--- config.mk ---
export PLATFORM = sky130hd
export DESIGN_NAME = wb_stage_flat
export DESIGN_NICKNAME = d
export VERILOG_FILES = /design/src/rtl/wb_pkg.sv /design/src/rtl/wb_stage_if.sv /design/src/rtl/wb_load_align.sv /design/src/rtl/wb_stage.sv /design/src/flat_wrapper.sv
export SDC_FILE = /design/constraint.sdc
export NUM_CORES = 1
export LEC_CHECK = 0
export BUFFER_PORTS_ARGS = -buffer_cell sky130_fd_sc_hd__buf_2
export CORE_MARGIN = 5
export CORE_UTILIZATION = 45
export DETAILED_ROUTE_END_ITERATION = 7
export PLACE_DENSITY = 0.83
export REMOVE_ABC_BUFFERS = 1
export SYNTH_ARGS = -nofsm -noshare
export SYNTH_HDL_FRONTEND = slang
export SYNTH_SLANG_ARGS = --single-unit
--- constraint.sdc ---
create_clock -name clk -period 2.9 [get_ports clk]
set_clock_uncertainty 0.1 [all_clocks]
set_input_delay 0.435 -clock clk [delete_from_list [all_inputs] [get_ports clk]]
set_output_delay 0.435 -clock clk [all_outputs]
set_load 0.1 [all_outputs]
--- src/rtl/wb_pkg.sv ---
// Shared encodings and constants for the MEM/WB writeback stage.
package wb_pkg;

    typedef enum logic [1:0] {
        RDST_RD   = 2'd0,
        RDST_RT   = 2'd1,
        RDST_LINK = 2'd2,
        RDST_RSV  = 2'd3
    } rdst_e;

    typedef enum logic [1:0] {
        RWD_ALU  = 2'd0,
        RWD_MEM  = 2'd1,
        RWD_LINK = 2'd2,
        RWD_RSV  = 2'd3
    } rwd_e;

    typedef enum logic [1:0] {
        SIZE_B   = 2'd0,
        SIZE_H   = 2'd1,
        SIZE_W   = 2'd2,
        SIZE_RSV = 2'd3
    } size_e;

    localparam int PC_LINK_OFS = 8;

endpackage

--- src/rtl/wb_stage_if.sv ---
// MEM->WB bus plus regfile write port, forwarding tap and retire counter.
interface wb_stage_if #(
    parameter int DATA_W   = 32,
    parameter int REG_AW   = 5,
    parameter int RETIRE_W = 32
);
    // Handshake: an instruction transfers on a rising edge where mem_valid && mem_ready;
    // mem_ready is simply !wb_stall, and wb_flush discards whatever would have transferred.
    logic              mem_valid;
    logic              mem_ready;
    logic              wb_stall;
    logic              wb_flush;
    logic [DATA_W-1:0] mem_o;
    logic [DATA_W-1:0] mem_d;
    logic [DATA_W-1:0] mem_pc;
    logic [31:0]       mem_insn;
    logic              mem_rwe;
    logic [1:0]        mem_rdst;
    logic [1:0]        mem_rwd;
    logic [1:0]        mem_size;
    logic              mem_sext;

    logic                rf_we;
    logic [REG_AW-1:0]   rf_waddr;
    logic [DATA_W-1:0]   rf_wdata;
    logic                fwd_valid;
    logic [REG_AW-1:0]   fwd_addr;
    logic [DATA_W-1:0]   fwd_data;
    logic [RETIRE_W-1:0] retire_cnt;

    modport master (
        output mem_valid, wb_stall, wb_flush, mem_o, mem_d, mem_pc, mem_insn,
               mem_rwe, mem_rdst, mem_rwd, mem_size, mem_sext,
        input  mem_ready, rf_we, rf_waddr, rf_wdata, fwd_valid, fwd_addr,
               fwd_data, retire_cnt
    );

    modport slave (
        input  mem_valid, wb_stall, wb_flush, mem_o, mem_d, mem_pc, mem_insn,
               mem_rwe, mem_rdst, mem_rwd, mem_size, mem_sext,
        output mem_ready, rf_we, rf_waddr, rf_wdata, fwd_valid, fwd_addr,
               fwd_data, retire_cnt
    );

endinterface

--- src/rtl/wb_load_align.sv ---
// Sub-word load lane select and zero/sign extension (used under WB_LOAD_ALIGN_EN).
module wb_load_align
    import wb_pkg::*;
#(
    parameter int DATA_W = 32
) (
    input  logic [DATA_W-1:0] d,
    input  logic [1:0]        lane,
    input  logic [1:0]        size,
    input  logic              sext,
    output logic [DATA_W-1:0] q
);

    logic [7:0]  byte_v;
    logic [15:0] half_v;

    always_comb begin
        byte_v = d[{lane, 3'b000} +: 8];
        half_v = lane[1] ? d[31:16] : d[15:0];
        q      = d;
        case (size_e'(size))
            SIZE_B:  q = {{(DATA_W-8){sext & byte_v[7]}}, byte_v};
            SIZE_H:  q = {{(DATA_W-16){sext & half_v[15]}}, half_v};
            default: q = d;
        endcase
    end

endmodule

--- src/rtl/wb_stage.sv ---
// Registered MEM/WB stage: selects write data/address at capture, writes the regfile once per
// instruction, exposes a forwarding tap and a retire counter. Optional macro: WB_LOAD_ALIGN_EN.
module wb_stage
    import wb_pkg::*;
#(
    parameter int DATA_W   = 32,
    parameter int REG_AW   = 5,
    parameter int LINK_REG = 31,
    parameter int RETIRE_W = 32
) (
    input logic       clk,
    input logic       reset,
    wb_stage_if.slave bus
);

    logic [DATA_W-1:0]   load_data;
    logic [DATA_W-1:0]   sel_data;
    logic [REG_AW-1:0]   sel_addr;
    logic                sel_rwe;

    logic                valid_q;
    logic                rwe_q;
    logic                written_q;
    logic [REG_AW-1:0]   addr_q;
    logic [DATA_W-1:0]   data_q;
    logic [RETIRE_W-1:0] retire_q;

`ifdef WB_LOAD_ALIGN_EN
    wb_load_align #(.DATA_W(DATA_W)) u_align (
        .d    (bus.mem_d),
        .lane (bus.mem_o[1:0]),
        .size (bus.mem_size),
        .sext (bus.mem_sext),
        .q    (load_data)
    );
`else
    logic unused_load;
    assign unused_load = ^{bus.mem_size, bus.mem_sext};
    assign load_data   = bus.mem_d;
`endif

    logic unused_insn;
    assign unused_insn = ^{bus.mem_insn[31:21], bus.mem_insn[10:0]};

    always_comb begin
        sel_addr = '0;
        case (rdst_e'(bus.mem_rdst))
            RDST_RD:   sel_addr = REG_AW'(bus.mem_insn[15:11]);
            RDST_RT:   sel_addr = REG_AW'(bus.mem_insn[20:16]);
            RDST_LINK: sel_addr = REG_AW'(LINK_REG);
            default:   sel_addr = '0;
        endcase

        // r0 and the reserved destination never reach the regfile.
        sel_rwe = bus.mem_rwe && (rdst_e'(bus.mem_rdst) != RDST_RSV) && (sel_addr != '0);

        sel_data = '0;
        case (rwd_e'(bus.mem_rwd))
            RWD_ALU:  sel_data = bus.mem_o;
            RWD_MEM:  sel_data = load_data;
            RWD_LINK: sel_data = bus.mem_pc + DATA_W'(PC_LINK_OFS);
            default:  sel_data = '0;
        endcase
    end

    always_ff @(posedge clk or posedge reset) begin
        if (reset) begin
            valid_q   <= 1'b0;
            rwe_q     <= 1'b0;
            written_q <= 1'b0;
            addr_q    <= '0;
            data_q    <= '0;
            retire_q  <= '0;
        end else begin
            if (valid_q && !written_q && !bus.wb_flush)
                retire_q <= retire_q + RETIRE_W'(1);

            if (bus.wb_flush) begin
                valid_q   <= 1'b0;
                written_q <= 1'b0;
            end else if (bus.wb_stall) begin
                // A held entry has already written/retired after its first resident cycle.
                written_q <= written_q | valid_q;
            end else begin
                valid_q   <= bus.mem_valid;
                written_q <= 1'b0;
                rwe_q     <= sel_rwe;
                addr_q    <= sel_addr;
                data_q    <= sel_data;
            end
        end
    end

    assign bus.mem_ready  = !bus.wb_stall;
    assign bus.rf_we      = valid_q && rwe_q && !written_q;
    assign bus.rf_waddr   = addr_q;
    assign bus.rf_wdata   = data_q;
    assign bus.fwd_valid  = valid_q && rwe_q;
    assign bus.fwd_addr   = addr_q;
    assign bus.fwd_data   = data_q;
    assign bus.retire_cnt = retire_q;

endmodule
--- src/flat_wrapper.sv ---
// flat-port wrapper written by rule: the top's interface ports become plain ports
module wb_stage_flat import wb_pkg::*;
#(
    parameter int DATA_W   = 32,
    parameter int REG_AW   = 5,
    parameter int LINK_REG = 31,
    parameter int RETIRE_W = 32
)
  (clk, reset, bus_mem_valid, bus_wb_stall, bus_wb_flush, bus_mem_o, bus_mem_d, bus_mem_pc, bus_mem_insn, bus_mem_rwe, bus_mem_rdst, bus_mem_rwd, bus_mem_size, bus_mem_sext, bus_mem_ready, bus_rf_we, bus_rf_waddr, bus_rf_wdata, bus_fwd_valid, bus_fwd_addr, bus_fwd_data, bus_retire_cnt);
  wb_stage_if #(.DATA_W(DATA_W), .REG_AW(REG_AW), .RETIRE_W(RETIRE_W)) bus_i ();
  input logic clk;
  input logic reset;
  input wire logic [$bits(bus_i.mem_valid)-1:0] bus_mem_valid;
  input wire logic [$bits(bus_i.wb_stall)-1:0] bus_wb_stall;
  input wire logic [$bits(bus_i.wb_flush)-1:0] bus_wb_flush;
  input wire logic [$bits(bus_i.mem_o)-1:0] bus_mem_o;
  input wire logic [$bits(bus_i.mem_d)-1:0] bus_mem_d;
  input wire logic [$bits(bus_i.mem_pc)-1:0] bus_mem_pc;
  input wire logic [$bits(bus_i.mem_insn)-1:0] bus_mem_insn;
  input wire logic [$bits(bus_i.mem_rwe)-1:0] bus_mem_rwe;
  input wire logic [$bits(bus_i.mem_rdst)-1:0] bus_mem_rdst;
  input wire logic [$bits(bus_i.mem_rwd)-1:0] bus_mem_rwd;
  input wire logic [$bits(bus_i.mem_size)-1:0] bus_mem_size;
  input wire logic [$bits(bus_i.mem_sext)-1:0] bus_mem_sext;
  output wire logic [$bits(bus_i.mem_ready)-1:0] bus_mem_ready;
  output wire logic [$bits(bus_i.rf_we)-1:0] bus_rf_we;
  output wire logic [$bits(bus_i.rf_waddr)-1:0] bus_rf_waddr;
  output wire logic [$bits(bus_i.rf_wdata)-1:0] bus_rf_wdata;
  output wire logic [$bits(bus_i.fwd_valid)-1:0] bus_fwd_valid;
  output wire logic [$bits(bus_i.fwd_addr)-1:0] bus_fwd_addr;
  output wire logic [$bits(bus_i.fwd_data)-1:0] bus_fwd_data;
  output wire logic [$bits(bus_i.retire_cnt)-1:0] bus_retire_cnt;
  assign bus_i.mem_valid = bus_mem_valid;
  assign bus_i.wb_stall = bus_wb_stall;
  assign bus_i.wb_flush = bus_wb_flush;
  assign bus_i.mem_o = bus_mem_o;
  assign bus_i.mem_d = bus_mem_d;
  assign bus_i.mem_pc = bus_mem_pc;
  assign bus_i.mem_insn = bus_mem_insn;
  assign bus_i.mem_rwe = bus_mem_rwe;
  assign bus_i.mem_rdst = bus_mem_rdst;
  assign bus_i.mem_rwd = bus_mem_rwd;
  assign bus_i.mem_size = bus_mem_size;
  assign bus_i.mem_sext = bus_mem_sext;
  assign bus_mem_ready = bus_i.mem_ready;
  assign bus_rf_we = bus_i.rf_we;
  assign bus_rf_waddr = bus_i.rf_waddr;
  assign bus_rf_wdata = bus_i.rf_wdata;
  assign bus_fwd_valid = bus_i.fwd_valid;
  assign bus_fwd_addr = bus_i.fwd_addr;
  assign bus_fwd_data = bus_i.fwd_data;
  assign bus_retire_cnt = bus_i.retire_cnt;
  wb_stage #(.DATA_W(DATA_W), .REG_AW(REG_AW), .LINK_REG(LINK_REG), .RETIRE_W(RETIRE_W)) u_core (.clk(clk), .reset(reset), .bus(bus_i));
endmodule
; ---- Word level (Yosys, flattened, before mapping)
; Cells that the tools add are included.
[word_totals]
ff_bits = 72
inputBits = 141
output_inout_bits = 109
word_cells = 36
[op_classes]
add_sub_neg = 2
eq_ne = 6
mux = 6
n_bitwise = 3
n_reduce_logical = 13
[op_table]
columns = cell, count
row1 = 32-bit one-hot mux with 3 select lines, 1
row2 = 32-bit by 1-bit adder with 32-bit output (second input constant), 1
row3 = 32-bit by 4-bit adder with 32-bit output (second input constant), 1
row4 = 5-bit one-hot mux with 3 select lines, 1
row5 = 1-bit logical AND, 6
row6 = 5-bit nonzero test, 1
row7 = 2-bit by 1-bit equality test with 1-bit output (second input constant), 2
row8 = 2-bit equality test (second input constant), 2
row9 = 2-bit zero test, 2
row10 = 1-bit 2-to-1 mux, 4
row11 = 1-bit zero test, 3
row12 = 2-bit by 1-bit != test with 1-bit output (second input constant), 1
row13 = 2-bit != test (second input constant), 1
row14 = 1-bit NOT, 2
row15 = 2-bit AND reduction, 1
row16 = 1-bit OR, 1

; ---- Longest topological paths before layout
; Gate-level depths: netlist of the first run.
[depth]
word_depth = 4
depth_mapped = 7
ltp_nobuf = 6

; ---- Worst setup path after synthesis of the first run
; Ideal clock, no wire load.
[synth_timing]
kind = register -> register
startpoint = register u_core.retire_q[5] (netlist: u_core.bus.retire_cnt[5])
endpoint = register u_core.retire_q[31] (netlist: u_core.bus.retire_cnt[31])
setup_time_ps = 161
arrival_ps = 2278
required_time_ps = 2639
slack_ps = 360
stages_incl_launch_ff = 6
n_path_buf = 0
path_cell_list = dfrtp_1 nand4_1 nor4_4 nand2_2 nor3_2 xor2_1
[synth_via]
elab_chain_len = 1
[synth_lines]
columns = item, line_no
row1 = from (decl), wb_stage.sv:26  ; logic [RETIRE_W-1:0] retire_q;
row2 = from (signal assigned), wb_stage.sv:76  ; retire_q <= retire_q + RETIRE_W'(1);
row3 = 32-bit by 1-bit adder with 32-bit output, wb_stage.sv:76
; Every way passes these cells.
; A chain may end at the register's enable or synchronous reset.

; ---- Final worst setup path of the first run
[layout_timing]
startpoint = register u_core.retire_q[1] (netlist: u_core.bus.retire_cnt[1])
endpoint = register u_core.retire_q[26] (netlist: u_core.bus.retire_cnt[26])
; Same word-level chain as after synthesis.

==> impl_results.md, run 1 <==
- HPWL Detailed: 10200 um
- Drt total wl: 12800 um
- Max Freq: 0.450 GHz
- Initial core utilization: 0.453
- Final period utilization: 0.766
- Row cnt: 36
- Synth area leader: dfrtp_1
- Layout cell share with drive strength beyond 1: 0.388
- Arrival time at the worst endpoint: 2.38 ns
- Core ar.: 0.00964 mm2
- Clk_lat worst skew: 0.34 ns
- Yosys Warn Count: 0
- TritonCTS clock tree: done
- Ports: 250
- Mapped Cells: around 470
- Startpoint types: flop
- Unique masters post-synth: 48
- Critical path data required time: 3.06 ns
- Initial antenna violation count: 0
- Sequential area share after synthesis: 0.412
- CP bufs+invs: 0
- Pin count of the biggest net entering global routing: 51
- Post-DP Area: about 0.0053 mm2
- First-pass DRT Iterations: 4
- Routability Congestion: 0.868
- Via density per instance: 5.22
- CTS Buf Count: 9
- Top cell type's share of synthesized area: 0.412
- Register area: 0.00180 mm2
- CTS resizes: 0
- Vias: 4127
- Worst stage delay on the critical path: about 0.68 ns
- DR iter-0 viols: slightly above 200
- Cell area power density: 707 mW/mm2
- Vias in the first global route: 4143
- Worst Tran Pin Value: 0.843 ns
- Routed len/inst: 16.2 um
- Final ANT Viol Nets: 0
- Setup TNS: 0 ns
- CTS sink cnt: between 70 and 80
- H-tree lvl count: 3
- Min-Delay Path Class: input port to asynchronous set/reset pin
- Overall power of the completed layout: 3900 uW
- Clock Pin Slew Worst Setup and Hold Paths: 0.08 ns
- Crit-path cells: ha_1 > nand4bb_1 > nor4_2 > nand2_1 > nor2_1 > xnor2_1
- Seq cells post-synth: between 70 and 80
- N_diodes: 0
- P_leak: 0.00286 uW
- Clk root buf: clkbuf_8
- CTS Hold Bufs: 0
- RSZ-0062 raised after global routing: no
- Die area: 0.0118 mm2
- Layout Cells excl Fill: 790
- Slew Limit Fails: 0
- Post-CTS Setup Repair Bufs: 0
- Peak fanout along the critical path: 7
- DRC Markers: 0
- Top post-synthesis cells by area: dfrtp_1, xnor2_1, buf_4
- Post-placement cell count: 774
- Final Hold Fails: 0
- Slew Limit Headroom: 0.437
- Post-synthesis cell area: 0.00437 mm2
- Fin nets: 795
- Die height: 109 um
- CTS max path bufs: 2
- Peak VDD IR: 0.000710 V
- Final setup violating endpoints: 0
- Buffers added on ports: 224
- Die X: 109 um
- Crit. End Element: flop
- Fillers: 875
- Layout overhead on the synthesized area: 26.4%
- Multi-input logic area: 0.00216 mm2
- Outcome: finished, final reports clean
- Average cell area after synthesis: 9.27 um2
- Fin area: 0.00552 mm2
- Critical path type: flop to flop
- CP max-delay cell: nor4_2
- Max-cap viol count: 0
- Period minus WS final: approximately 2.2 ns
- GRT overflow: 0
- First-pass GRT wire length: 20500 um
- Gr usage total: 0.220
- Delay-heaviest family, CP: simple AND/OR/NAND/NOR gates
worst reg2reg max path, stage by stage (launching register included):
cell and delay, ns:
dfrtp_1 0.43, ha_1 0.18, nand4bb_1 0.20, nor4_2 0.68
nand2_1 0.21, nor2_1 0.19, xnor2_1 0.15
final cells by class:
type	instances	area share
Inverter	13	0.00884
Multi-Input combinational cell	328	0.391
Clock buffer	10	0.0231
Tap cell	133	0.0301
Sequential cell	72	0.326
Clock inverter	6	0.0125
Timing Repair Buffer	228	0.208
metrics by stage:
| stage | hold slack (ns) | util | worst slack, ns |
|---|---|---|---|
| final | 0.100 | 0.573 | 0.679 |
| after global routing | 0.138 | 0.573 | 0.500 |
| after CTS | 0.0991 | 0.573 | 0.671 |
| after detailed placement | 0.354 | 0.552 | 0.555 |
| after global placement | 0.352 | 0.552 | 0.565 |
| after floorplan | 0.357 | - | 0.360 |
path summary, 6_finish.rpt:
| kind | depth (start not counted) | end | slack [ns] | from |
|---|---|---|---|---|
| setup / recovery | 6 | u_core.bus.retire_cnt[26] | 0.68 | u_core.bus.retire_cnt[1] |
| hold / removal | 2 | u_core.bus.retire_cnt[25] | 0.10 | reset |
| setup reg to reg | 6 | u_core.bus.retire_cnt[26] | 0.68 | u_core.bus.retire_cnt[1] |
| hold reg to reg | 1 | u_core.bus.retire_cnt[31] | 0.36 | u_core.bus.retire_cnt[31] |
| max in group asynchronous | 3 | u_core.bus.fwd_data[15] | 1.84 | reset |
| min in group clk | 2 | u_core.written_q | 0.24 | bus_wb_flush |
layout by cell type, fill, tap and decap left out, types with 4 or more instances in the layout:
cell,count
buf_2,224
nor2_1,34
a21oi_1,11
xor2_1,15
mux2i_1,27
nand4_1,10
o21ai_0,23
clkbuf_8,9
nor3b_1,4
and4_1,6
xnor2_1,42
or3_1,4
inv_1,12
nand2_1,55
nand3_1,21
nor3_1,11
and3_1,6
dfrtp_1,72
a211oi_1,4
o221ai_1,20
buf_4,4
synthesized netlist by cell type, drive strengths merged:
library cell and number:
a221o 1, o311ai 1, nor2b 3, nor3b 4
a311oi 1, nand2b 1, nor2 34, a21oi 11
xnor2 42, and2 2, mux2i 27, o22a 1
buf 40, a211oi 4, clkbuf 18, nor3 12
o21bai 1, o221ai 20, nand3b 1, or2 3
nand2 56, ha 2, inv 13, xor2 15
nand3 21, a21o 2, nand4bb 1, or3b 1
mux2 1, or3 4, dfrtp 72, o21ai 23
and3b 1, and4 6, a211o 1, nand4 11
nor4 6, a31oi 1, and3 6, or4 1
kinds of logic after synthesis:
| logic type | synth area share |
|---|---|
| AOI/OAI and AO/OA | 0.103 |
| xor gates and xnor gates | 0.114 |
| adders and majority gates | 0.00573 |
| buffers and inverters | 0.0937 |
| DFF | 0.412 |
| muxes | 0.0645 |
| and+or+nand+nor | 0.207 |
routing by layer:
metal,routed length [um],GRT usage,up-vias
li1,-,-,1971
met1,5050,0.268,1931
met2,6450,0.372,205
met3,1060,0.0573,20
met4,261,0.0839,0
met5,0,0,-
sequential cells by signal, indices dropped and copies added, names as in the netlist:
name                   flops
u_core.bus.fwd_addr        5
u_core.bus.fwd_data       32
u_core.bus.retire_cnt     32
u_core.rwe_q               1
u_core.valid_q             1
u_core.written_q           1
power by group:
group | internal [uW] | switching, uW | total, uW
Sequential | 1110 | 106 | 1210
Combinational | 292 | 1600 | 1890
Clock | 402 | 395 | 797
Total | 1800 | 2100 | 3900
Power figures use the tool's default switching activity.
==> inputs of run 2 (changes only) <==
clock period = 2.3 ns   (was 2.9 ns; I/O delays follow)
==> run 2 against run 1 <==
- clock power is 24% higher
- register-to-register slack worse by 0.45 ns
- fmax is 7.5% higher
- sequential power is 26% higher
- wire length is 3.6% higher
- largest power group unchanged
==> impl_results.md, run 2 (synthesized netlist as in run 1, its figures left out) <==
- Hold depth: 3
- Die height: roughly 110 um
- N_diodes: 0
- H-tree lvl count: 3
- Core ar.: 0.00964 mm2
- Clk_lat worst skew: roughly 0.35 ns
- Gr usage total: 0.228
- Startpoint types: flop
- Worst Tran Pin Value: 0.732 ns
- Fin area: 0.00560 mm2
- Pin count of the biggest net entering global routing: 73
- Reg2reg path depth: 5
- Period minus WS final: 2.07 ns
- P_leak: 0.00291 uW
- Die X: 109 um
- CTS sink cnt: around 70
- First-pass DRT Iterations: 4
- Routed len/inst: 16.7 um
- Arrival time at the worst endpoint: 2.24 ns
- CTS Hold Bufs: 1
- Clock Pin Slew Worst Setup and Hold Paths: 0.08 ns
- CTS resizes: 0
- Clk root buf: clkbuf_8
- Buffers added on ports: 224
- Reg-to-reg startpoint: u_core.valid_q
- Peak VDD IR: 0.000909 V
- Max-cap viol count: 0
- Min-Delay Startpoint: bus_mem_rwe
- Final setup violating endpoints: 0
- Final Hold Fails: 0
- Most common cell after layout, fill and taps aside: buf_2
- Post-DP Area: 0.00540 mm2
- Crit. End Element: flop
- Placement Setup Slack: 0.126 ns
- Setup crit start: u_core.valid_q
- Fin nets: 803
- First-pass GRT wire length: 21100 um
- Critical path data required time: around 2.5 ns
- Drt total wl: 13300 um
- RSZ-0062 raised after global routing: no
- Layout overhead on the synthesized area: 28.2%
- Fillers: 882
- DR iter-0 viols: 189
- Via density per instance: between 5 and 6
- Final ANT Viol Nets: 0
- Ports: 250
- Min-Delay Path Class: input port to flop
- CTS Buf Count: 9
- Row cnt: 36
- Commonest non-fill, non-tap cells in the layout: buf_2, dfrtp_1, nand2_1
- Overall power of the completed layout: 4920 uW
- Hold_ws: 0.147 ns
- Max Freq: approximately 0.48 GHz
- Die area: 0.0118 mm2
- Outcome: finished, final reports clean
- Cell area power density: 879 mW/mm2
- Slew Limit Fails: 0
- Final period utilization: 0.898
- Critical path type: flop to flop
- Vias: around 4200
- Post-CTS Setup Repair Bufs: 0
- TritonCTS clock tree: done
- DRC Markers: 0
- CTS max path bufs: 2
- Slew Limit Headroom: 0.512
- Vias in the first global route: 4335
- Peak fanout along the critical path: 7
- Initial antenna violation count: 0
- Post-route worst setup slack: 0.233 ns
- HPWL Detailed: just over 10000 um
- Layout cell share with drive strength beyond 1: 0.395
- Initial core utilization: 0.453
- GRT overflow: 0
- Routability Congestion: 0.855
- R2R setup slack: 0.23 ns
run 2: cell count changes in the layout (fill, tap and decap cells not counted):
| cell | change |
|---|---|
| clkbuf_1 | -1 |
| inv_6 | -1 |
| dlygate4sd3_1 | +1 |
| buf_4 | +5 |
| clkinv_2 | +2 |
| buf_12 | +2 |
| clkinv_4 | -1 |
run 2: final timing paths:
kind / endpoint
setup / recovery: u_core.bus.retire_cnt[21]
hold / removal: u_core.rwe_q
setup reg to reg: u_core.bus.retire_cnt[21]
hold reg to reg: u_core.bus.retire_cnt[31]
max in group asynchronous: u_core.bus.retire_cnt[20]
min in group asynchronous: u_core.bus.retire_cnt[22]
run 2: worst max-delay path, cell delays in order (launching register included):
cell,delay (ns)
dfrtp_1,0.45
or3b_1,0.45
nor4_4,0.50
nand2_1,0.16
nor2_1,0.17
xor2_1,0.15
run 2: cell type report:
type	instances	area (um2)	share of cell area
inverters	13	48.8	0.00872
repair buffers	236	1240	0.221
well taps	133	166	0.0297
multi-input cells	328	2160	0.385
flip-flops and latches	72	1800	0.322
clock inverters	6	61.3	0.0110
clock buffers	9	124	0.0221
run 2: through the flow:
| step | TNS (ns) | std cells | utilization |
|---|---|---|---|
| after floorplan | -3.63 | 413 | - |
| after global placement | 0 | 781 | 0.560 |
| after detailed placement | 0 | 781 | 0.560 |
| after CTS | 0 | 797 | 0.581 |
| after global routing | 0 | 797 | 0.581 |
| final | 0 | 797 | 0.581 |
run 2: routing by layer:
layer | routed length (um) | part of all wire | track usage
met5 | 0 | 0 | 0
met1 | 5090 | 0.38 | 0.260
met3 | 1080 | 0.082 | 0.0651
met2 | 6940 | 0.52 | 0.411
met4 | 176 | 0.013 | 0.0685
run 2: where the power goes:
part	total (uW)	leakage (uW)	internal [uW]	switching [uW]
logic	2400	0.00188	378	2020
clock network	990	0.0000948	491	499
registers	1530	0.000937	1400	134
